[src/rtl/gcd_client_if.sv]
// gcd_client_if: groups the three val/rdy channels around the GCD client.
//   src  : test source -> client   {a, b, expected}
//   req  : client -> GCD unit      {a, b}
//   resp : GCD unit -> client      result
// master = the client side, slave = the environment (source + GCD unit).
interface gcd_client_if #(
    parameter int NBITS = 16
);
    logic               src_val;
    logic               src_rdy;
    logic [3*NBITS-1:0] src_msg;

    logic               req_val;
    logic               req_rdy;
    logic [2*NBITS-1:0] req_msg;

    logic               resp_val;
    logic               resp_rdy;
    logic [NBITS-1:0]   resp_msg;

    modport master (
        input  src_val, src_msg, req_rdy, resp_val, resp_msg,
        output src_rdy, req_val, req_msg, resp_rdy
    );

    modport slave (
        output src_val, src_msg, req_rdy, resp_val, resp_msg,
        input  src_rdy, req_val, req_msg, resp_rdy
    );
endinterface

[src/rtl/gcd_client.sv]
// gcd_client: initiator/checker in front of a GCD unit.
// Takes {a, b, expected} from a source, issues {a, b} through a one-entry
// request register, keeps expected values in an in-order FIFO and scores
// each returned result against the FIFO head (saturating sent/pass/fail
// counters, sticky err).
// Optional: define GCD_CLIENT_TIMEOUT_EN to add a response watchdog and a
// sticky 'timeout' output port.
module gcd_client #(
    parameter int NBITS          = 16,
    parameter int MAX_INFLIGHT   = 4,
    parameter int CNT_NBITS      = 16,
    parameter int TIMEOUT_CYCLES = 1024
) (
    input  logic                 clk,
    input  logic                 reset_n,
    gcd_client_if.master         bus,
    output logic [CNT_NBITS-1:0] num_sent,
    output logic [CNT_NBITS-1:0] num_pass,
    output logic [CNT_NBITS-1:0] num_fail,
    output logic                 err,
    output logic                 idle
`ifdef GCD_CLIENT_TIMEOUT_EN
    ,
    output logic                 timeout
`endif
);
    localparam int AW = $clog2(MAX_INFLIGHT);
    localparam int CW = AW + 1;
    localparam logic [CNT_NBITS-1:0] CNT_MAX = '1;

    // request register
    logic               req_val_q;
    logic [2*NBITS-1:0] req_msg_q;

    // expected FIFO
    logic [NBITS-1:0]   exp_mem [MAX_INFLIGHT];
    logic [AW-1:0]      wr_ptr;
    logic [AW-1:0]      rd_ptr;
    logic [CW-1:0]      count;
    logic               fifo_full;
    logic               fifo_empty;

    // requests issued to the GCD unit but not yet answered
    logic [CW-1:0]      outst;

    logic               src_fire;
    logic               req_fire;
    logic               resp_fire;
    logic               resp_match;
    logic               err_set;

    assign fifo_full  = (count == CW'(MAX_INFLIGHT));
    assign fifo_empty = (count == '0);

    // Accept a new transaction only if the request register frees up this
    // cycle and the FIFO has room; full blocks push even alongside a pop.
    assign bus.src_rdy  = reset_n && (!req_val_q || bus.req_rdy) && !fifo_full;
    // A result is only meaningful once its request has actually gone out.
    assign bus.resp_rdy = !fifo_empty && (outst != '0);
    assign bus.req_val  = req_val_q;
    assign bus.req_msg  = req_msg_q;

    assign src_fire   = bus.src_val && bus.src_rdy;
    assign req_fire   = req_val_q && bus.req_rdy;
    assign resp_fire  = bus.resp_val && bus.resp_rdy;
    assign resp_match = (bus.resp_msg == exp_mem[rd_ptr]);

    assign idle = !req_val_q && fifo_empty;

    // Request register: load on src fire (also reloads on a same-cycle
    // req fire), hold while stalled, clear after issue.
    always_ff @(posedge clk or negedge reset_n) begin
        if (!reset_n) begin
            req_val_q <= 1'b0;
            req_msg_q <= '0;
        end else if (src_fire) begin
            req_val_q <= 1'b1;
            req_msg_q <= bus.src_msg[3*NBITS-1:NBITS];
        end else if (req_fire) begin
            req_val_q <= 1'b0;
        end
    end

    // Expected-value storage; contents are qualified by count, no reset needed.
    always_ff @(posedge clk) begin
        if (src_fire) exp_mem[wr_ptr] <= bus.src_msg[NBITS-1:0];
    end

    // FIFO pointers and occupancy; pointers wrap naturally (power-of-2 depth).
    always_ff @(posedge clk or negedge reset_n) begin
        if (!reset_n) begin
            wr_ptr <= '0;
            rd_ptr <= '0;
            count  <= '0;
        end else begin
            if (src_fire)  wr_ptr <= wr_ptr + AW'(1);
            if (resp_fire) rd_ptr <= rd_ptr + AW'(1);
            unique case ({src_fire, resp_fire})
                2'b10:   count <= count + CW'(1);
                2'b01:   count <= count - CW'(1);
                default: ;
            endcase
        end
    end

    // Issued-outstanding count: 0 means WAIT, >0 means EXPECT.
    always_ff @(posedge clk or negedge reset_n) begin
        if (!reset_n) begin
            outst <= '0;
        end else begin
            unique case ({req_fire, resp_fire})
                2'b10:   outst <= outst + CW'(1);
                2'b01:   outst <= outst - CW'(1);
                default: ;
            endcase
        end
    end

`ifdef GCD_CLIENT_TIMEOUT_EN
    localparam int WDW = $clog2(TIMEOUT_CYCLES + 1);
    logic [WDW-1:0] wd_cnt;
    logic           wd_hit;

    // Fires on the cycle the watchdog steps onto its limit.
    assign wd_hit  = (outst != '0) && !resp_fire && (wd_cnt == WDW'(TIMEOUT_CYCLES - 1));
    assign err_set = (resp_fire && !resp_match) || wd_hit;

    // Watchdog: count stalled EXPECT cycles, hold at the limit, flag sticky timeout.
    always_ff @(posedge clk or negedge reset_n) begin
        if (!reset_n) begin
            wd_cnt  <= '0;
            timeout <= 1'b0;
        end else begin
            if (outst == '0 || resp_fire)
                wd_cnt <= '0;
            else if (wd_cnt != WDW'(TIMEOUT_CYCLES))
                wd_cnt <= wd_cnt + WDW'(1);
            if (wd_hit) timeout <= 1'b1;
        end
    end
`else
    assign err_set = resp_fire && !resp_match;
`endif

    // Saturating status counters and sticky error flag.
    always_ff @(posedge clk or negedge reset_n) begin
        if (!reset_n) begin
            num_sent <= '0;
            num_pass <= '0;
            num_fail <= '0;
            err      <= 1'b0;
        end else begin
            if (req_fire && num_sent != CNT_MAX) num_sent <= num_sent + CNT_NBITS'(1);
            if (resp_fire) begin
                if (resp_match) begin
                    if (num_pass != CNT_MAX) num_pass <= num_pass + CNT_NBITS'(1);
                end else begin
                    if (num_fail != CNT_MAX) num_fail <= num_fail + CNT_NBITS'(1);
                end
            end
            if (err_set) err <= 1'b1;
        end
    end
endmodule

[src/flat_wrapper.sv]
// flat-port wrapper written by rule: the top's interface ports become plain ports
module gcd_client_flat 
#(
    parameter int NBITS          = 16,
    parameter int MAX_INFLIGHT   = 4,
    parameter int CNT_NBITS      = 16,
    parameter int TIMEOUT_CYCLES = 1024
)
  (clk, reset_n, num_sent, num_pass, num_fail, err, idle, bus_src_val, bus_src_msg, bus_req_rdy, bus_resp_val, bus_resp_msg, bus_src_rdy, bus_req_val, bus_req_msg, bus_resp_rdy);
  gcd_client_if #(.NBITS(NBITS)) bus_i ();
  input  logic clk;
  input  logic reset_n;
  output logic [CNT_NBITS-1:0] num_sent;
  output logic [CNT_NBITS-1:0] num_pass;
  output logic [CNT_NBITS-1:0] num_fail;
  output logic err;
  output logic idle;
  input wire logic [$bits(bus_i.src_val)-1:0] bus_src_val;
  input wire logic [$bits(bus_i.src_msg)-1:0] bus_src_msg;
  input wire logic [$bits(bus_i.req_rdy)-1:0] bus_req_rdy;
  input wire logic [$bits(bus_i.resp_val)-1:0] bus_resp_val;
  input wire logic [$bits(bus_i.resp_msg)-1:0] bus_resp_msg;
  output wire logic [$bits(bus_i.src_rdy)-1:0] bus_src_rdy;
  output wire logic [$bits(bus_i.req_val)-1:0] bus_req_val;
  output wire logic [$bits(bus_i.req_msg)-1:0] bus_req_msg;
  output wire logic [$bits(bus_i.resp_rdy)-1:0] bus_resp_rdy;
  assign bus_i.src_val = bus_src_val;
  assign bus_i.src_msg = bus_src_msg;
  assign bus_i.req_rdy = bus_req_rdy;
  assign bus_i.resp_val = bus_resp_val;
  assign bus_i.resp_msg = bus_resp_msg;
  assign bus_src_rdy = bus_i.src_rdy;
  assign bus_req_val = bus_i.req_val;
  assign bus_req_msg = bus_i.req_msg;
  assign bus_resp_rdy = bus_i.resp_rdy;
  gcd_client #(.NBITS(NBITS), .MAX_INFLIGHT(MAX_INFLIGHT), .CNT_NBITS(CNT_NBITS), .TIMEOUT_CYCLES(TIMEOUT_CYCLES)) u_core (.clk(clk), .reset_n(reset_n), .bus(bus_i), .num_sent(num_sent), .num_pass(num_pass), .num_fail(num_fail), .err(err), .idle(idle));
endmodule
[config.mk]
export PLATFORM = sky130hd
export DESIGN_NAME = gcd_client_flat
export DESIGN_NICKNAME = d
export VERILOG_FILES = /design/src/rtl/gcd_client_if.sv /design/src/rtl/gcd_client.sv /design/src/flat_wrapper.sv
export SDC_FILE = /design/constraint.sdc
export NUM_CORES = 1
export LEC_CHECK = 0
export CORE_ASPECT_RATIO = 0.6
export CORE_MARGIN = 4
export CORE_UTILIZATION = 32
export DETAILED_ROUTE_END_ITERATION = 8
export SYNTH_ARGS = -nofsm -noshare
export SYNTH_HDL_FRONTEND = slang
export SYNTH_SLANG_ARGS = --single-unit
[constraint.sdc]
create_clock -name clk -period 6 [get_ports clk]
set_input_delay 1.5 -clock clk [delete_from_list [all_inputs] [get_ports clk]]
set_output_delay 1.5 -clock clk [all_outputs]
set_load 0.1 [all_outputs]
==> results.py <==
metrics = {
    "cts": {
        "holdBufCountCts": 0,
        "cts-resized-gates": 0,
        "clkTransAtPathRegs_ns": 0.06,
        "ctsHtreeMaxLevel": 4,
        "post-cts-setup-buffer-count": 0,
        "numCtsBuffers": 17,
        "cts_tree": "yes",
        "cts_buffer_depth": 2,
        "cts_num_sinks": 156,
        "clock_latency_ns": 0.43,
        "root_buffer": "clkbuf_16",
    },
    "setup_path": {
        "r2r_start": "u_core.rd_ptr[1]",
        "path_buf_inv": 2,
        "critPathMaxFanout": 6,
        "worstPathCellList": "clkdlybuf4s50_1, nand2b_1, nand2_1, a31oi_1, buf_4",
        "required_ns": 4.50,
        "r2r_setup_slack_ns": 2.90,
        "crit_path_start_kind": "input pin",
        "worstSetupPathType": "in2out",
        "cpLargestDelayFamily": "buffers and inverters",
        "arrival_ns": 2.97,
        "r2r_end": "u_core.num_pass[14]",
        "end_kind": "primary output",
        "reg2reg_depth": 7,
        "slowest_stage": "clkdlybuf4s50_1",
        "cpPeakStageDelay_ns": 0.47,
    },
    "grt": {
        "grt_usage_pct": 13.7,
        "grt_pass1_wl_mm": 24.7,
        "grt_start_max_net_pins": 56,
        "grt_pass1_vias": 4498,
        "grt-ovfl-total": 0,
        "antenna_found_initial": 0,
    },
    "floorplan": {
        "dieArea_um2": 23100,
        "fp.dieW_um": 193,
        "start_util_pct": 32.8,
        "die_y_um": 119,
        "core_region_area_um2": 20100,
        "io_pins": 154,
        "fp-row-count": 40,
    },
    "yosys": {
        "synth_edf_count": 64,
        "ys.flop_type": "dfrtp_1",
        "synth_area_um2": 6610,
        "synthCells": 441,
        "ys_top_cells_by_area": "dfrtp_1, edfxtp_1, mux2_2",
        "syn_avg_cell_area_um2": 15.0,
        "yosysTopAreaCell": "dfrtp_1",
        "ys_seq_area_share_pct": 63.9,
        "yosys_register_bits": 156,
        "async_flop_share_pct": 59.0,
        "post-synth-top-count-cell": "dfrtp_1",
        "synth_top_cell_area_share_pct": 34.8,
        "synth_common_cells": "dfrtp_1, edfxtp_1, xnor2_1",
        "yosysWarnings": 0,
        "synth_cell_type_count": 36,
        "syn_nets": 521,
    },
    "run_status": {
        "status": "complete, no violations",
    },
    "placement": {
        "hpwl_mm": 10.7,
        "dp_slack_ns": 1.53,
        "gp_congestion": 0.767,
        "port_buffers": 153,
        "post-place-cells": 859,
    },
    "sta": {
        "worst_clock_skew_ns": 0.00833,
        "setup_slack_ns": 1.53,
        "finalSetupViolations": 0,
        "finalCriticalPeriod_ns": 4.47,
        "rsz0062_at_grt": "no",
        "tightest_slew_ns": 1.03,
        "max_slew_margin_pct": 31.3,
        "fmax_ghz": 0.224,
        "finalCritPeriodShare_pct": 74.5,
        "hold_violations": 0,
        "drv_slew": 0,
        "setup-tns-final_ns": 0,
    },
    "routing": {
        "dr.first_iter.drc_count": 213,
        "wl_mm": 15.3,
        "drc_errors": 0,
        "wl_per_cell_um": 17.2,
        "via_per_inst": 4.71,
        "postRouteAntennaNets": 0,
        "num_vias": 4195,
        "dr.pass1.iters": 4,
    },
    "cells_and_area": {
        "fin_nets": 685,
        "final_core_util_pct": 44.5,
        "syn_to_final_growth_pct": 35.5,
        "final_cell_count_no_fill": 891,
        "drive_gt1_share_pct": 13.9,
        "diodes": 0,
    },
    "min_path": {
        "worstHoldStart": "u_core.outst[2]",
        "min_path_cells": 1,
        "whs_endpoint": "u_core.outst[2]",
        "worstHoldPathType": "reg2reg",
    },
    "run": {
        "max_cap_violations": 0,
    },
    "power": {
        "power.leakage_nw": 3.50,
        "ir_worst_vdd_mv": 0.414,
        "power.density_nw_per_um2": 495,
    },
}
## routing by layer
| metal | vias up | GRT usage [%] | routed length, um |
|---|---|---|---|
| li1 | 1938 | - | - |
| met1 | 2144 | 18.6 | 7130 |
| met2 | 97 | 20.4 | 7020 |
| met3 | 16 | 4.86 | 937 |
| met4 | 0 | 4.55 | 217 |
| met5 | - | 0 | 0 |
## area by class of cell
class | instances | area (um2)
Fill cell | 1833 | 11200
Clock inverter | 11 | 73.8
Sequential cell | 156 | 4220
Clock buffer | 21 | 440
Timing Repair Buffer | 157 | 1560
Multi-Input combinational cell | 263 | 2280
Inverter | 10 | 37.5
Tap cell | 273 | 342
## registers in the layout, summed over array words and instances, names as in the netlist
register	flops
u_core.exp_mem	64
u_core.bus.req_msg	32
u_core.num_fail	16
u_core.num_pass	16
u_core.num_sent	16
u_core.count	3
u_core.outst	3
u_core.rd_ptr	2
u_core.wr_ptr	2
u_core.bus.req_val	1
u_core.err	1
## report_power, final
part | internal [mW] | switching, mW | total [mW]
sequential | 1.32 | 0.159 | 1.48
clock | 0.526 | 0.434 | 0.960
combinational | 0.593 | 1.40 | 1.99
total | 2.44 | 1.99 | 4.43
## cell usage in the layout, fill, tap and decap left out, types with 2 or more instances in the layout
cell,instances
clkdlybuf4s50_1,151
dfrtp_1,92
edfxtp_1,64
xnor2_1,45
mux2_2,35
nand2_1,27
xor2_1,22
and3_1,20
nand4_1,17
clkbuf_16,17
mux4_2,16
nand3_1,14
nor2_1,12
nor3_1,10
inv_1,9
ha_1,9
buf_4,6
clkinvlp_4,5
and4_1,4
nor4b_1,4
clkbuf_1,4
nand2b_1,3
nor3b_1,3
mux2_1,3
clkinv_2,3
clkinv_1,2
nor4_1,2
or3_1,2
and2_1,2
mux2i_1,2
fa_1,2
## worst register-to-register path: cells and delay by family (launching register included)
| family | cells | cell delay [ns] |
|---|---|---|
| flip-flops | 1 | 0.90 |
| multiplexers | 2 | 0.76 |
| AND/OR/NAND/NOR | 3 | 0.70 |
| buffers and inverters | 1 | 0.36 |
| XOR/XNOR | 1 | 0.26 |
## logic make-up after synthesis
logic type,count (synthesis),synth area share (%)
AO/OA/AOI/OAI,4,0.455
XOR/XNOR,67,8.88
adder cells (fa/ha/maj),11,2.31
buffers and inverters,22,1.65
flip-flops,156,63.9
multiplexers,56,12.2
AND/OR/NAND/NOR,125,10.5
## worst max path at each step
stage / start / endpoint / slack, ns / cells past startpoint
6_report: bus_req_rdy / bus_src_rdy / 1.53 / 5
5_1_grt: bus_req_rdy / bus_src_rdy / 1.48 / 5
4_1_cts: bus_req_rdy / bus_src_rdy / 1.52 / 5
3_5_place_dp: bus_req_rdy / bus_src_rdy / 1.53 / 5
3_3_place_gp: bus_req_rdy / bus_src_rdy / 1.54 / 5
2_1_floorplan: u_core.bus.req_val / idle / 0.79 / 1
## through the flow
step           instance area (um2)  hold WS (ns)  total power, mW
3_5_place_dp                  8440         0.466             3.51
4_1_cts                       8950         0.480             4.48
5_1_grt                       8950         0.497             4.63
2_1_floorplan                 6610         0.443             3.00
3_3_place_gp                  8440         0.458             3.48
6_report                      8950         0.482             4.43
(Power assumes the default switching activity.)
